File: config.mk
export PLATFORM = sky130hd
export DESIGN_NAME = reg_wb_queue
export DESIGN_NICKNAME = d
export VERILOG_FILES = /design/src/rtl/reg_wb_queue.sv
export SDC_FILE = /design/constraint.sdc
export NUM_CORES = 1
export LEC_CHECK = 0
export CORE_ASPECT_RATIO = 1.4
export CORE_MARGIN = 4
export CORE_UTILIZATION = 60
export CTS_BUF_LIST = sky130_fd_sc_hd__clkbuf_4 sky130_fd_sc_hd__clkbuf_8
export DETAILED_ROUTE_END_ITERATION = 8
export DONT_BUFFER_PORTS = 1
export PLACE_DENSITY = 0.84
export REMOVE_ABC_BUFFERS = 1
export SLEW_MARGIN = 20
export SYNTH_ARGS = -nofsm -noshare
export SYNTH_HDL_FRONTEND = slang
export SYNTH_SLANG_ARGS = --single-unit
File: constraint.sdc
create_clock -name Clk -period 5.6 [get_ports Clk]
set_input_delay 0.56 -clock Clk [delete_from_list [all_inputs] [get_ports Clk]]
set_output_delay 0.56 -clock Clk [all_outputs]
set_load 0.01 [all_outputs]
File: src/rtl/reg_wb_queue.sv
// In-order write-back queue feeding the register file write port from the MEM and ALU stages.
// Optional macro REG_WB_FWD_EN adds youngest-match forwarding data outputs Fwd1Data/Fwd2Data.
module reg_wb_queue #(
  parameter int DEPTH = 4,
  parameter int DW    = 32,
  parameter int AW    = 5
) (
  input  logic                       Clk,
  input  logic                       Reset,
  input  logic                       MemValid,
  output logic                       MemReady,
  input  logic [AW-1:0]              MemAddr,
  input  logic [DW-1:0]              MemData,
  input  logic                       AluValid,
  output logic                       AluReady,
  input  logic [AW-1:0]              AluAddr,
  input  logic [DW-1:0]              AluData,
  input  logic                       Hold,
  output logic [AW-1:0]              Awr,
  output logic [DW-1:0]              Din,
  output logic                       WrEn,
  input  logic [AW-1:0]              Ard1,
  input  logic [AW-1:0]              Ard2,
  output logic                       Pend1,
  output logic                       Pend2,
  output logic [$clog2(DEPTH):0]     Count
`ifdef REG_WB_FWD_EN
  ,
  output logic [DW-1:0]              Fwd1Data,
  output logic [DW-1:0]              Fwd2Data
`endif
);

  localparam int PW = $clog2(DEPTH);
  localparam int CW = PW + 1;

  logic [AW-1:0] r_addr [DEPTH];
  logic [DW-1:0] r_data [DEPTH];
  logic [PW-1:0] r_rd;
  logic [PW-1:0] r_wr;
  logic [CW-1:0] r_count;

  logic          w_mem_push;
  logic          w_alu_push;
  logic          w_pop;
  logic [PW-1:0] w_wr_alu;
  logic          w_pend1;
  logic          w_pend2;
  logic [DW-1:0] w_fwd1;
  logic [DW-1:0] w_fwd2;

  // Ready looks only at the registered count: no credit is given for a same-cycle pop.
  assign MemReady = (r_count < CW'(DEPTH));
  assign AluReady = (MemValid && MemAddr != '0) ? (r_count <= CW'(DEPTH - 2))
                                                : (r_count < CW'(DEPTH));

  assign w_mem_push = MemValid && MemReady && (MemAddr != '0);
  assign w_alu_push = AluValid && AluReady && (AluAddr != '0);
  assign w_wr_alu   = r_wr + PW'(w_mem_push);
  assign w_pop      = (r_count != '0) && !Hold;

  assign WrEn  = w_pop;
  assign Awr   = w_pop ? r_addr[r_rd] : '0;
  assign Din   = w_pop ? r_data[r_rd] : '0;
  assign Count = r_count;

  always_ff @(posedge Clk) begin
    if (w_mem_push) begin
      r_addr[r_wr] <= MemAddr;
      r_data[r_wr] <= MemData;
    end
    if (w_alu_push) begin
      r_addr[w_wr_alu] <= AluAddr;
      r_data[w_wr_alu] <= AluData;
    end
  end

  always_ff @(posedge Clk or posedge Reset) begin
    if (Reset) begin
      r_rd    <= '0;
      r_wr    <= '0;
      r_count <= '0;
    end else begin
      r_wr    <= r_wr + PW'(w_mem_push) + PW'(w_alu_push);
      r_rd    <= r_rd + PW'(w_pop);
      r_count <= r_count + CW'(w_mem_push) + CW'(w_alu_push) - CW'(w_pop);
    end
  end

  // Walk oldest to youngest so the last match seen is the youngest one.
  always_comb begin
    logic [PW-1:0] idx;
    w_pend1 = 1'b0;
    w_pend2 = 1'b0;
    w_fwd1  = '0;
    w_fwd2  = '0;
    idx     = '0;
    for (int k = 0; k < DEPTH; k++) begin
      idx = r_rd + PW'(k);
      if (CW'(k) < r_count) begin
        if (Ard1 != '0 && r_addr[idx] == Ard1) begin
          w_pend1 = 1'b1;
          w_fwd1  = r_data[idx];
        end
        if (Ard2 != '0 && r_addr[idx] == Ard2) begin
          w_pend2 = 1'b1;
          w_fwd2  = r_data[idx];
        end
      end
    end
  end

  assign Pend1 = w_pend1;
  assign Pend2 = w_pend2;

`ifdef REG_WB_FWD_EN
  assign Fwd1Data = w_fwd1;
  assign Fwd2Data = w_fwd2;
`else
  logic w_unused_fwd;
  assign w_unused_fwd = ^{w_fwd1, w_fwd2};
`endif

endmodule
**Word level (Yosys, flattened, before mapping)**

Memories as Yosys holds them, arrays and structs flattened.
Cells that the tools add are included.

- Memories: 2
- Register bits after elaboration: 7
- Input bits: 89
- RAM bits: 148
- Word-level logic and storage cells: 71
- Output and inout port bits: 45

Memories:

| memory | depth | bits a word | rd ports | clocked after Yosys merged registers in | write ports | line | text |
|---|---|---|---|---|---|---|---|
| r_data | 4 | 32 | 1 | 0 | 2 | 38 | `logic [DW-1:0] r_data [DEPTH];` |
| r_addr | 4 | 5 | 4 | 0 | 2 | 37 | `logic [AW-1:0] r_addr [DEPTH];` |

- Muxes and demuxes: 23
- Reduce and logical (&&, ||, !) cells: 20
- $lt $le $gt $ge: 6
- Add/subtract/negate cells: 9
- Equal/unequal tests: 8

Operators with widths:

| kind | number |
|---|---|
| 5-bit equality test | 8 |
| 32-bit 2-to-1 mux | 1 |
| 1-bit 2-to-1 mux | 21 |
| 5-bit nonzero test | 4 |
| 1-bit logical AND | 14 |
| 2-bit by 1-bit adder with 2-bit output | 3 |
| 3-bit by 1-bit adder with 3-bit output | 2 |
| 1-bit by 3-bit less-than comparator with 1-bit output (first input constant) | 2 |
| 2-bit by 3-bit less-than comparator with 1-bit output (first input constant) | 2 |
| 5-bit 2-to-1 mux | 1 |
| 2-bit adder (second input constant) | 2 |
| 3-bit by 2-bit less-or-equal comparator with 1-bit output (second input constant) | 1 |
| 3-bit less-than comparator (second input constant) | 1 |
| 3-bit nonzero test | 1 |
| 3-bit by 1-bit subtractor with 3-bit output | 1 |
| 2-bit by 1-bit adder with 2-bit output (second input constant) | 1 |
| 1-bit zero test | 1 |

**Logic depth before layout (Yosys ltp)**

Gate-level depths: netlist (run 1).
An unclocked memory read counts as a cell.

- Depth after elaboration: 11
- Mapped depth: 10
- Depth with buffers taken out: 10

**Worst setup path after synthesis (run 1)**

No wires, ideal clock.

- Kind: input to register
- Start point: in MemAddr[4]
- End point: mem r_addr[0][0] (enable)
- Required time: 5.113 ns
- Path slack: 1.259 ns
- Library setup time: 0.487 ns
- Cell stages on the path: 5
- Buffers on the path: 0
- Arrival time: 3.854 ns
- Cells stage by stage: or4_4 o21ai_0 nor2_1 inv_1 o31ai_1

RTL lines:

| element | line | text |
|---|---|---|
| from (decl) | 12 | `input logic [AW-1:0] MemAddr,` |
| to (decl) | 37 |  |

**Final worst setup path (run 1)**

- Start point: reg r_rd[1]
- End point: out Pend1

- Word-level cells in the longest chain between the ends: 11
- Elaborated cells on any way between the ends: 20

RTL lines:

| element | line | text |
|---|---|---|
| from (decl) | 39 | `logic [PW-1:0] r_rd;` |
| from (signal assigned) | 85 | `r_rd <= r_rd + PW'(w_pop);` |
| memory 4 x 5 bit * | n/a |  |
| 5-bit equality test | 101 | `if (Ard1 != '0 && r_addr[idx] == Ard1) begin` |
| 1-bit logical AND | 101 |  |
| 1-bit 2-to-1 mux | 101 |  |
| 1-bit 2-to-1 mux | 100 | `if (CW'(k) < r_count) begin` |
| 1-bit 2-to-1 mux | 101 |  |
| 1-bit 2-to-1 mux | 100 |  |
| 1-bit 2-to-1 mux | 101 |  |
| 1-bit 2-to-1 mux | 100 |  |
| 1-bit 2-to-1 mux | 101 |  |
| 1-bit 2-to-1 mux * | 100 |  |
| to (decl) | 24 | `output logic Pend1,` |

Every way passes the cells marked *; elsewhere a longest branch is shown, timed or not.

==> results.py, run 1 <==
metrics = {
    "sta": {
        "tightest_slew_ns": 1.07,
        "post-route-period-util": 0.726,
        "layout_min_cycle_time_ns": 4.06,
        "maxSlewViolCount": 0,
        "max_freq_ghz": 0.246,
        "rsz0062_at_grt": "no",
        "timing.final.setup_violations": 0,
        "setup_tns_ns": 0,
        "hold_viol": 0,
        "slew_headroom": 0.288,
        "fin_skew_ns": 0.0148,
    },
    "global_routing": {
        "grt_pass1_vias": 5638,
        "gr-usage-all-layers": 0.243,
        "grt_pass1_wl_microns": 32000,
        "grt_max_degree": 46,
        "gr-total-overflow": 0,
        "antenna_found_initial": 0,
    },
    "placed_design": {
        "placedCellCount": 757,
        "io_buffer_count": 0,
        "place_congestion": 1.01,
        "dpl.hpwl_microns": 14200,
    },
    "finish": {
        "nets": 682,
        "final_util": 0.644,
        "fin_cells": 790,
        "drive_gt1_frac": 0.421,
        "antennaDiodeCount": 0,
        "syn2layout_area_growth_pct": 5.20,
        "fill_cells": 1042,
    },
    "synth": {
        "synthDistinctLibCells": 48,
        "yosys_warnings": 0,
        "avgSynthCellArea_sq_um": 15.2,
        "ys_seq_area_frac": 0.501,
        "synth.area.top_cells": "edfxtp_1, mux2_2, mux4_2",
        "syn_area_sq_mm": 0.00922,
        "synth-seq-cells": 155,
        "async_flop_share": 0.0452,
        "synthCells": 605,
        "synth.top_cell.area_share": 0.482,
        "synth_top_area_cell": "edfxtp_1",
        "synth_edf_count": 148,
        "ys.flop_type": "edfxtp_1",
    },
    "pwr": {
        "power.leakage_nw": 3.37,
        "pwr-share-seq": 0.400,
        "clock_power_share": 0.162,
        "ir_drop_mv": 0.269,
        "switching_share": 0.361,
        "intPower_w": 0.00316,
        "p_per_area_mw_per_mm2": 509,
        "p_sw_w": 0.00178,
        "p_comb_frac": 0.438,
    },
    "critical_path": {
        "worstRegToRegCells": 8,
        "crit_arrival_ns": 3.50,
        "worstPathRequired_ns": 5.04,
        "critPathKind": "flip-flop to primary output",
        "worstSetupEndpointType": "primary output",
        "cp-start-kind": "flip-flop",
        "critPathMaxFanout": 45,
    },
    "detailed_routing": {
        "drt_iter0_markers": 432,
        "wl_microns": 21100,
        "viasPerCell": 6.57,
        "dr_total_vias": 5190,
        "dr.pass1.iters": 5,
        "drc": 0,
        "drtAntennaViolNets": 0,
        "routedWlPerCell_microns": 26.8,
    },
    "floorplan": {
        "dieArea_sq_mm": 0.0174,
        "die_height_microns": 155,
        "core_area_sq_mm": 0.0151,
        "ios": 134,
        "start_util": 0.612,
        "num_rows": 53,
        "chipWidth_microns": 113,
    },
    "clock_network": {
        "cts_resized": 0,
        "clockBufferDepth": 2,
        "cts_tree": "built",
        "cts.sinks": 155,
        "clock_latency_ns": 0.44,
        "cts-buffers-inserted": 17,
        "cts_setup_buffers": 0,
        "root_buffer": "clkbuf_8",
        "cts_max_level": 4,
        "clkTransAtPathRegs_ns": 0.09,
    },
    "outcome": {
        "outcome": "complete, no violations",
    },
    "min_path": {
        "hp-class": "input port to flip-flop",
        "min_path_cells": 1,
    },
    "job": {
        "maxCapViolCount": 0,
    },
}
-- cell usage after synthesis (2+ instances only) --
cell type	number
fa_1	2
clkbuf_1	19
dfrtp_1	7
mux4_2	41
a21oi_1	5
a31o_2	2
nor2_1	12
or4_1	2
buf_6	6
buf_1	7
nand2_1	9
nor2b_1	35
o21ai_0	4
nand4_1	4
nor3_1	8
a21o_1	2
or2_2	3
or3_4	2
a2111oi_0	2
nand3_1	4
and3_1	2
ha_1	6
edfxtp_1	148
a31oi_1	2
mux2i_1	22
a221oi_1	2
mux2_4	38
inv_1	11
buf_2	14
mux2_2	118
o31a_1	2
o211ai_1	2
nand3b_1	2
xnor2_1	31
xor2_1	16
-- sequential cells by signal (all words and copies together), names as in the netlist --
| register | flops |
|---|---|
| r_rd | 2 |
| r_addr | 20 |
| r_data | 128 |
| r_wr | 2 |
| Count | 3 |
-- critical path: stages, from the launching register on --
cell and delay (ns):
dfrtp_2 1.07, mux2i_1 0.56, mux2_2 0.31, xnor2_1 0.09, a2111oi_0 0.54, o21ai_0 0.16
a21oi_1 0.31
-- metal layers --
metal  track usage  vias up  share of wire
li1              -     2300              -
met1         0.245     2637           0.33
met2         0.455      203           0.56
met3        0.0701       50          0.072
met4         0.111        0          0.038
met5             0        -              0
-- path summary, 6_finish.rpt --
check | slack (ns) | startpoint | to
min | 0.33 | MemData[23] | r_data[0][23]$_DFFE_PP_
max reg2reg | 2.00 | Count[2]$_DFF_PP0_ | r_data[1][1]$_DFFE_PP_
min reg2reg | 0.81 | r_wr[1]$_DFF_PP0_ | r_addr[0][2]$_DFFE_PP_
min in group asynchronous | 0.49 | Reset | r_wr[1]$_DFF_PP0_
max in group asynchronous | 4.88 | Reset | r_rd[0]$_DFF_PP0_
max | 1.54 | r_rd[1]$_DFF_PP0_ | Pend1
-- layout make-up --
cell class | instances | area, sq um | share of cell area
Clock buffer | 19 | 249 | 0.0257
Clock inverter | 13 | 128 | 0.0132
Inverter | 12 | 45.0 | 0.00464
Multi-Input combinational cell | 392 | 4360 | 0.449
Sequential cell | 155 | 4620 | 0.477
Tap cell | 192 | 240 | 0.0248
Timing Repair Buffer | 7 | 55.1 | 0.00568
-- kinds of logic (layout without fill, tap and decap cells) --
group                      Yosys count  after routing  share of synthesized area
xor gates and xnor gates            47             47                     0.0447
adders and majority gates            8              8                     0.0125
buffers and inverters               58             51                     0.0304
and+or+nand+nor                     85             85                     0.0525
muxes                              219            219                      0.330
DFF                                155            155                      0.501
AOI/OAI and AO/OA                   33             33                     0.0288
-- power by group through the flow --
stage	clock [W]	sequential [W]	combinational, W
after floorplan	0	0.00198	0.00166
after global placement	0	0.00198	0.00211
after detailed placement	0	0.00201	0.00215
after global routing	0.000857	0.00202	0.00229
after CTS	0.000803	0.00198	0.00216
final	0.000801	0.00197	0.00216
-- metrics by stage --
step	hold slack (ns)	setup slack (ns)	area (sq um)	power (W)
3_3_place_gp	0.392	1.67	9300	0.00409
5_1_grt	0.300	1.42	9700	0.00517
2_1_floorplan	0.363	1.06	8980	0.00363
6_report	0.326	1.54	9700	0.00494
3_5_place_dp	0.392	1.54	9300	0.00416
4_1_cts	0.308	1.60	9690	0.00495
-- what timing repair did --
action,CTS,global route
hold buffers,1,0
setup endpoints to repair,0,0
endpoints found under the hold margin,7,0
-- placed cells by master (no fill, tap or decap), drive strengths merged, types with 4 or more instances in the layout --
master and n:
nor2b 35, mux2 156, nor2 12, nor3 8
inv 12, nand3 4, clkbuf 19, mux4 41
xor2 16, nand2 9, mux2i 22, edfxtp 148
o21ai 4, dfrtp 7, nand4 4, clkinv 8
buf 6, ha 6, a21oi 5, xnor2 31
Power figures use the tool's default switching activity.
==> inputs of run 2 (changes only) <==
PLACE_DENSITY = 0.87   (was 0.84)
clock period = 3.3 ns   (was 5.6 ns; I/O delays follow)
==> run 2 against run 1 <==
Effect of this change: sequential cell count unchanged; non-clock buffer count rose by 22; core utilization increased by 1.7 points; largest cell class unchanged; largest power group unchanged.
==> results.py, run 2 (synthesis gave the netlist of run 1 again) <==
metrics = {
    "outcome": {
        "outcome": "complete, no violations",
    },
    "finish": {
        "layout_commonest_cell": "edfxtp_1",
        "final_util": 0.661,
        "drive_gt1_frac": 0.445,
        "syn2layout_area_growth_pct": 7.94,
        "fill_cells": 1050,
        "largest_register_ffs": 128,
        "nets": 704,
        "layout_common_cells": "edfxtp_1, mux2_2, mux4_2",
        "antennaDiodeCount": 0,
        "regArea_sq_mm": 0.00463,
        "largest_register": "r_data",
        "multi_input_area_sq_mm": 0.00435,
        "fin_cells": 812,
    },
    "detailed_routing": {
        "wl_microns": 22200,
        "dr_total_vias": 5306,
        "drc": 0,
        "viasPerCell": 6.53,
        "drt_iter0_markers": 380,
        "wl_met3_microns": 1420,
        "drtAntennaViolNets": 0,
        "dr.pass1.iters": 5,
        "wl_met1_microns": 7650,
        "wl_met2_microns": 12300,
        "routedWlPerCell_microns": 27.3,
        "routed.top_layer": "met4",
    },
    "global_routing": {
        "grt_pass1_wl_microns": 33700,
        "gr-usage-all-layers": 0.256,
        "antenna_found_initial": 0,
        "gr-total-overflow": 0,
        "grt_pass1_vias": 5842,
        "grt_max_degree": 40,
    },
    "placed_design": {
        "io_buffer_count": 0,
        "placedCellCount": 778,
        "place_congestion": 1.03,
        "dpl.hpwl_microns": 15500,
    },
    "clock_network": {
        "cts-buffers-inserted": 17,
        "root_buffer": "clkbuf_8",
        "clockBufferDepth": 2,
        "clkTransAtPathRegs_ns": 0.10,
        "clock_latency_ns": 0.45,
        "cts_tree": "built",
        "cts.sinks": 155,
        "cts_max_level": 4,
    },
    "floorplan": {
        "ios": 134,
        "dieArea_sq_mm": 0.0174,
        "chipWidth_microns": 113,
        "start_util": 0.612,
        "core_area_sq_mm": 0.0151,
        "num_rows": 53,
        "die_height_microns": 155,
    },
    "min_path": {
        "hold_end": "r_data[2][30]$_DFFE_PP_",
        "hp-class": "input port to flip-flop",
        "min_path_cells": 1,
        "hp-start": "MemData[30]",
    },
    "critical_path": {
        "crit_chain": "mux2i_1 > mux2_2 > nor2_1 > a2111oi_0 > o21ai_0 > a21oi_1",
        "worstRegToRegCells": 9,
        "cp-start-kind": "flip-flop",
        "ff2ff_setup_slack_ns": 0.39,
        "critPathKind": "flip-flop to primary output",
        "slowest_stage": "dfrtp_4",
        "worstPathRequired_ns": 2.97,
        "cpPeakStageDelay_ns": 0.63,
        "worstSetupEndpointType": "primary output",
        "crit_family": "compound AO/OA/AOI/OAI gates",
        "reg2reg_from": "Count[2]$_DFF_PP0_",
        "path_buf_inv": 0,
        "worst_r2r_endpoint": "r_data[2][6]$_DFFE_PP_",
        "critPathMaxFanout": 21,
        "crit_arrival_ns": 2.84,
    },
    "sta": {
        "fin_skew_ns": 0.00944,
        "maxSlewViolCount": 0,
        "layout_min_cycle_time_ns": 3.17,
        "tightest_slew_ns": 0.729,
        "timing.final.setup_violations": 0,
        "max_freq_ghz": 0.316,
        "hold_viol": 0,
        "setup_tns_ns": 0,
        "rsz0062_at_grt": "no",
        "slew_headroom": 0.514,
        "post-route-period-util": 0.960,
    },
    "pwr": {
        "p_per_area_mw_per_mm2": 873,
        "ir_drop_mv": 0.457,
        "power.leakage_nw": 3.50,
    },
    "job": {
        "maxCapViolCount": 0,
    },
}
[run 2: cell count changes in the layout (fill, tap and decap cells not counted), sizes merged]
cell,delta
clkinv,-4
bufinv,-1
buf,+22
clkinvlp,-1
inv,+8
clkbuf,-2
[run 2: worst reg2reg max path: stages (launching register included)]
cell and delay (ns):
dfrtp_1 0.40, inv_1 0.23, ha_1 0.31, a21oi_1 0.14, o2bb2ai_2 0.26, o211a_4 0.22
inv_2 0.06, or3_4 0.48, buf_4 0.25, mux2_4 0.31
[run 2: metal layers]
metal | track usage | vias to the layer above
met2 | 0.476 | 200
met4 | 0.104 | 0
met5 | 0 | -
li1 | - | 2348
met3 | 0.0681 | 52
met1 | 0.269 | 2706
[run 2: where the power goes]
group / switching, W / total, W / leakage, nW / internal [W]
Clock: 0.000787 / 0.00141 / 0.194 / 0.000625
Sequential: 0.000310 / 0.00321 / 1.44 / 0.00290
Combinational: 0.00211 / 0.00406 / 1.87 / 0.00195
[run 2: layout make-up]
class                      count  area share
sequential                   155       0.465
multi-input combinational    392       0.437
timing repair buffer          29      0.0304
tap                          192      0.0241
clock buffer                  17      0.0235
clock inverter                15      0.0155
inverter                      12     0.00453
[run 2: worst max path at each step]
stage | from | end | slack [ns] | cells after the start
floorplan | r_rd[0]$_DFF_PP0_ | Pend1 | -1.01 | 6
global placement | MemAddr[4] | r_data[1][29]$_DFFE_PP_ | 0.30 | 9
detailed placement | MemAddr[4] | r_data[2][19]$_DFFE_PP_ | 0.23 | 8
CTS | r_rd[1]$_DFF_PP0_ | Pend2 | 0.04 | 7
global route | r_rd[1]$_DFF_PP0_ | Pend1 | 0.07 | 6
finish | r_rd[1]$_DFF_PP0_ | Pend1 | 0.13 | 6
[run 2: stage by stage]
step           setup slack [ns]  area (sq um)  hold slack (ns)  total power, W
2_1_floorplan             -1.01          8980            0.133         0.00617
3_3_place_gp              0.299          9540            0.169         0.00717
3_5_place_dp              0.227          9540            0.185         0.00728
4_1_cts                  0.0424          9930           0.0769         0.00866
5_1_grt                  0.0663          9950           0.0608         0.00909
6_report                  0.131          9950           0.0912         0.00868
[run 2: timing repair]
item,4_1_cts,5_1_grt
hold endpoints to repair,7,0
endpoints found under the setup margin,0,2
hold buffers,1,0
resized for setup,0,2
buffers inserted,0,1
==> inputs of run 3 (changes only) <==
CORE_UTILIZATION = 30   (was 60)
PLACE_DENSITY = 0.53   (was 0.87)
==> run 3 against run 2 <==
Effect of this change: fmax increased by 0.66%; register-to-register slack improved by 0.08 ns; sequential share of layout area decreased by 1.5 points; setup slack improved by 0.021 ns; wire length increased by 8.3%; via count decreased by 2.9%; highest routed layer unchanged.
==> results.py, run 3 (synthesis gave the netlist of run 1 again) <==
metrics = {
    "clock_network": {
        "cts.sinks": 155,
        "cts-buffers-inserted": 17,
        "clockBufferDepth": 2,
        "cts_tree": "built",
        "root_buffer": "clkbuf_8",
        "clkTransAtPathRegs_ns": 0.09,
        "clock_latency_ns": 0.49,
        "cts_max_level": 4,
    },
    "detailed_routing": {
        "routedWlPerCell_microns": 23.8,
        "drt_iter0_markers": 279,
        "wl_microns": 24000,
        "drc": 0,
        "dr_total_vias": 5152,
        "viasPerCell": 5.11,
        "drtAntennaViolNets": 0,
        "dr.pass1.iters": 4,
    },
    "finish": {
        "layout_commonest_cell": "edfxtp_1",
        "antennaDiodeCount": 0,
        "syn2layout_area_growth_pct": 11.4,
        "nets": 708,
        "fill_cells": 2923,
        "multi_input_area_sq_mm": 0.00436,
        "fin_cells": 1009,
        "largest_register_ffs": 128,
        "regArea_sq_mm": 0.00463,
        "layout_common_cells": "edfxtp_1, mux2_2, mux4_2",
        "drive_gt1_frac": 0.450,
        "final_util": 0.341,
        "largest_register": "r_data",
    },
    "floorplan": {
        "die_height_microns": 215,
        "chipWidth_microns": 156,
        "core_area_sq_mm": 0.0301,
        "start_util": 0.306,
        "dieArea_sq_mm": 0.0336,
        "ios": 134,
        "num_rows": 75,
    },
    "global_routing": {
        "gr-usage-all-layers": 0.144,
        "grt_max_degree": 38,
        "grtUsageMet3": 0.0461,
        "grt_use_met2": 0.272,
        "grt_use_met1": 0.144,
        "antenna_found_initial": 0,
        "busiest_layer": "met2",
        "grt_pass1_wl_microns": 36100,
        "grt_pass1_vias": 5810,
        "gr-total-overflow": 0,
    },
    "critical_path": {
        "cp-start-kind": "flip-flop",
        "worstSetupEndpointType": "primary output",
        "critPathKind": "flip-flop to primary output",
        "crit_arrival_ns": 2.82,
        "slowest_stage": "mux4_2",
        "cpPeakStageDelay_ns": 0.58,
        "worstPathRequired_ns": 2.97,
        "critPathMaxFanout": 11,
        "crit_chain": "mux4_2 > xnor2_1 > o211ai_1 > a2111oi_1 > o21ai_0 > a21oi_2",
    },
    "sta": {
        "rsz0062_at_grt": "no",
        "timing.final.setup_violations": 0,
        "slew_headroom": 0.649,
        "max_freq_ghz": 0.318,
        "post-route-period-util": 0.954,
        "hold_viol": 0,
        "maxSlewViolCount": 0,
        "tightest_slew_ns": 0.525,
        "layout_min_cycle_time_ns": 3.15,
        "fin_skew_ns": 0.0124,
    },
    "job": {
        "maxCapViolCount": 0,
    },
    "placed_design": {
        "place_congestion": 0.850,
        "placedCellCount": 969,
        "io_buffer_count": 0,
        "dpl.hpwl_microns": 16900,
    },
    "pwr": {
        "ir_drop_mv": 0.292,
        "p_per_area_mw_per_mm2": 860,
        "power.leakage_nw": 3.54,
    },
    "outcome": {
        "outcome": "complete, no violations",
    },
    "min_path": {
        "hp-class": "input port to flip-flop",
    },
}
-- run 3: cell types whose count changed in the layout (fill, tap and decap cells not counted), moves of 2 or more --
cell	before	now
buf_12	6	9
inv_6	5	3
clkbuf_4	0	2
inv_8	3	0
-- run 3: report_power, final --
part	internal (W)	switching, W	total, W
sequential	0.00290	0.000269	0.00317
combinational	0.00202	0.00220	0.00422
clock	0.000693	0.000749	0.00144
total	0.00562	0.00322	0.00883
-- run 3: final cells by class --
cell class,instances,share of cell area
sequential,155,0.450
clock inverter,13,0.0139
timing repair buffer,33,0.0361
multi-input combinational,392,0.424
inverter,12,0.00438
tap,385,0.0469
clock buffer,19,0.0242
-- run 3: per-layer routing --
metal / part of all wire / up-vias / wire length (microns)
li1: - / 2349 / -
met2: 0.57 / 121 / 13600
met5: 0 / - / 0
met3: 0.062 / 30 / 1480
met4: 0.022 / 0 / 525
met1: 0.35 / 2652 / 8430
-- run 3: critical path: cells and delay by family, from the launching register on --
kind,cells,cell delay (ns)
AOI/OAI and AO/OA,4,0.87
xor gates and xnor gates,1,0.35
DFF,1,0.53
muxes,1,0.58
-- run 3: final timing paths --
check,from,endpoint,slack [ns],cells past startpoint
max,r_rd[0]$_DFF_PP0_,Pend1,0.15,6
min,MemData[29],r_data[2][29]$_DFFE_PP_,0.04,1
max reg2reg,Count[1]$_DFF_PP0_,r_data[2][12]$_DFFE_PP_,0.47,9
min reg2reg,Count[1]$_DFF_PP0_,Count[1]$_DFF_PP0_,0.87,2
max in group asynchronous,Reset,r_rd[1]$_DFF_PP0_,2.80,2
min in group asynchronous,Reset,r_rd[0]$_DFF_PP0_,0.24,2
-- run 3: metrics by stage --
step           hold slack [ns]  setup slack (ns)  instance area [sq um]  setup TNS, ns  power, W
2_1_floorplan            0.133             -1.01                   8980        -104.56   0.00617
3_3_place_gp             0.180             0.228                   9800              0   0.00738
3_5_place_dp             0.190             0.136                   9800              0   0.00745
4_1_cts               0.000902            0.0242                  10200              0   0.00894
5_1_grt                0.00354            0.0146                  10300              0   0.00935
6_report                0.0443             0.152                  10300              0   0.00884
-- run 3: timing repair --
action                     4_1_cts  5_1_grt
hold endpoints to repair         7        0
buffers inserted                 1        6
hold buffers                     1        0
setup endpoints to repair        2        2
gates resized for setup          1        3
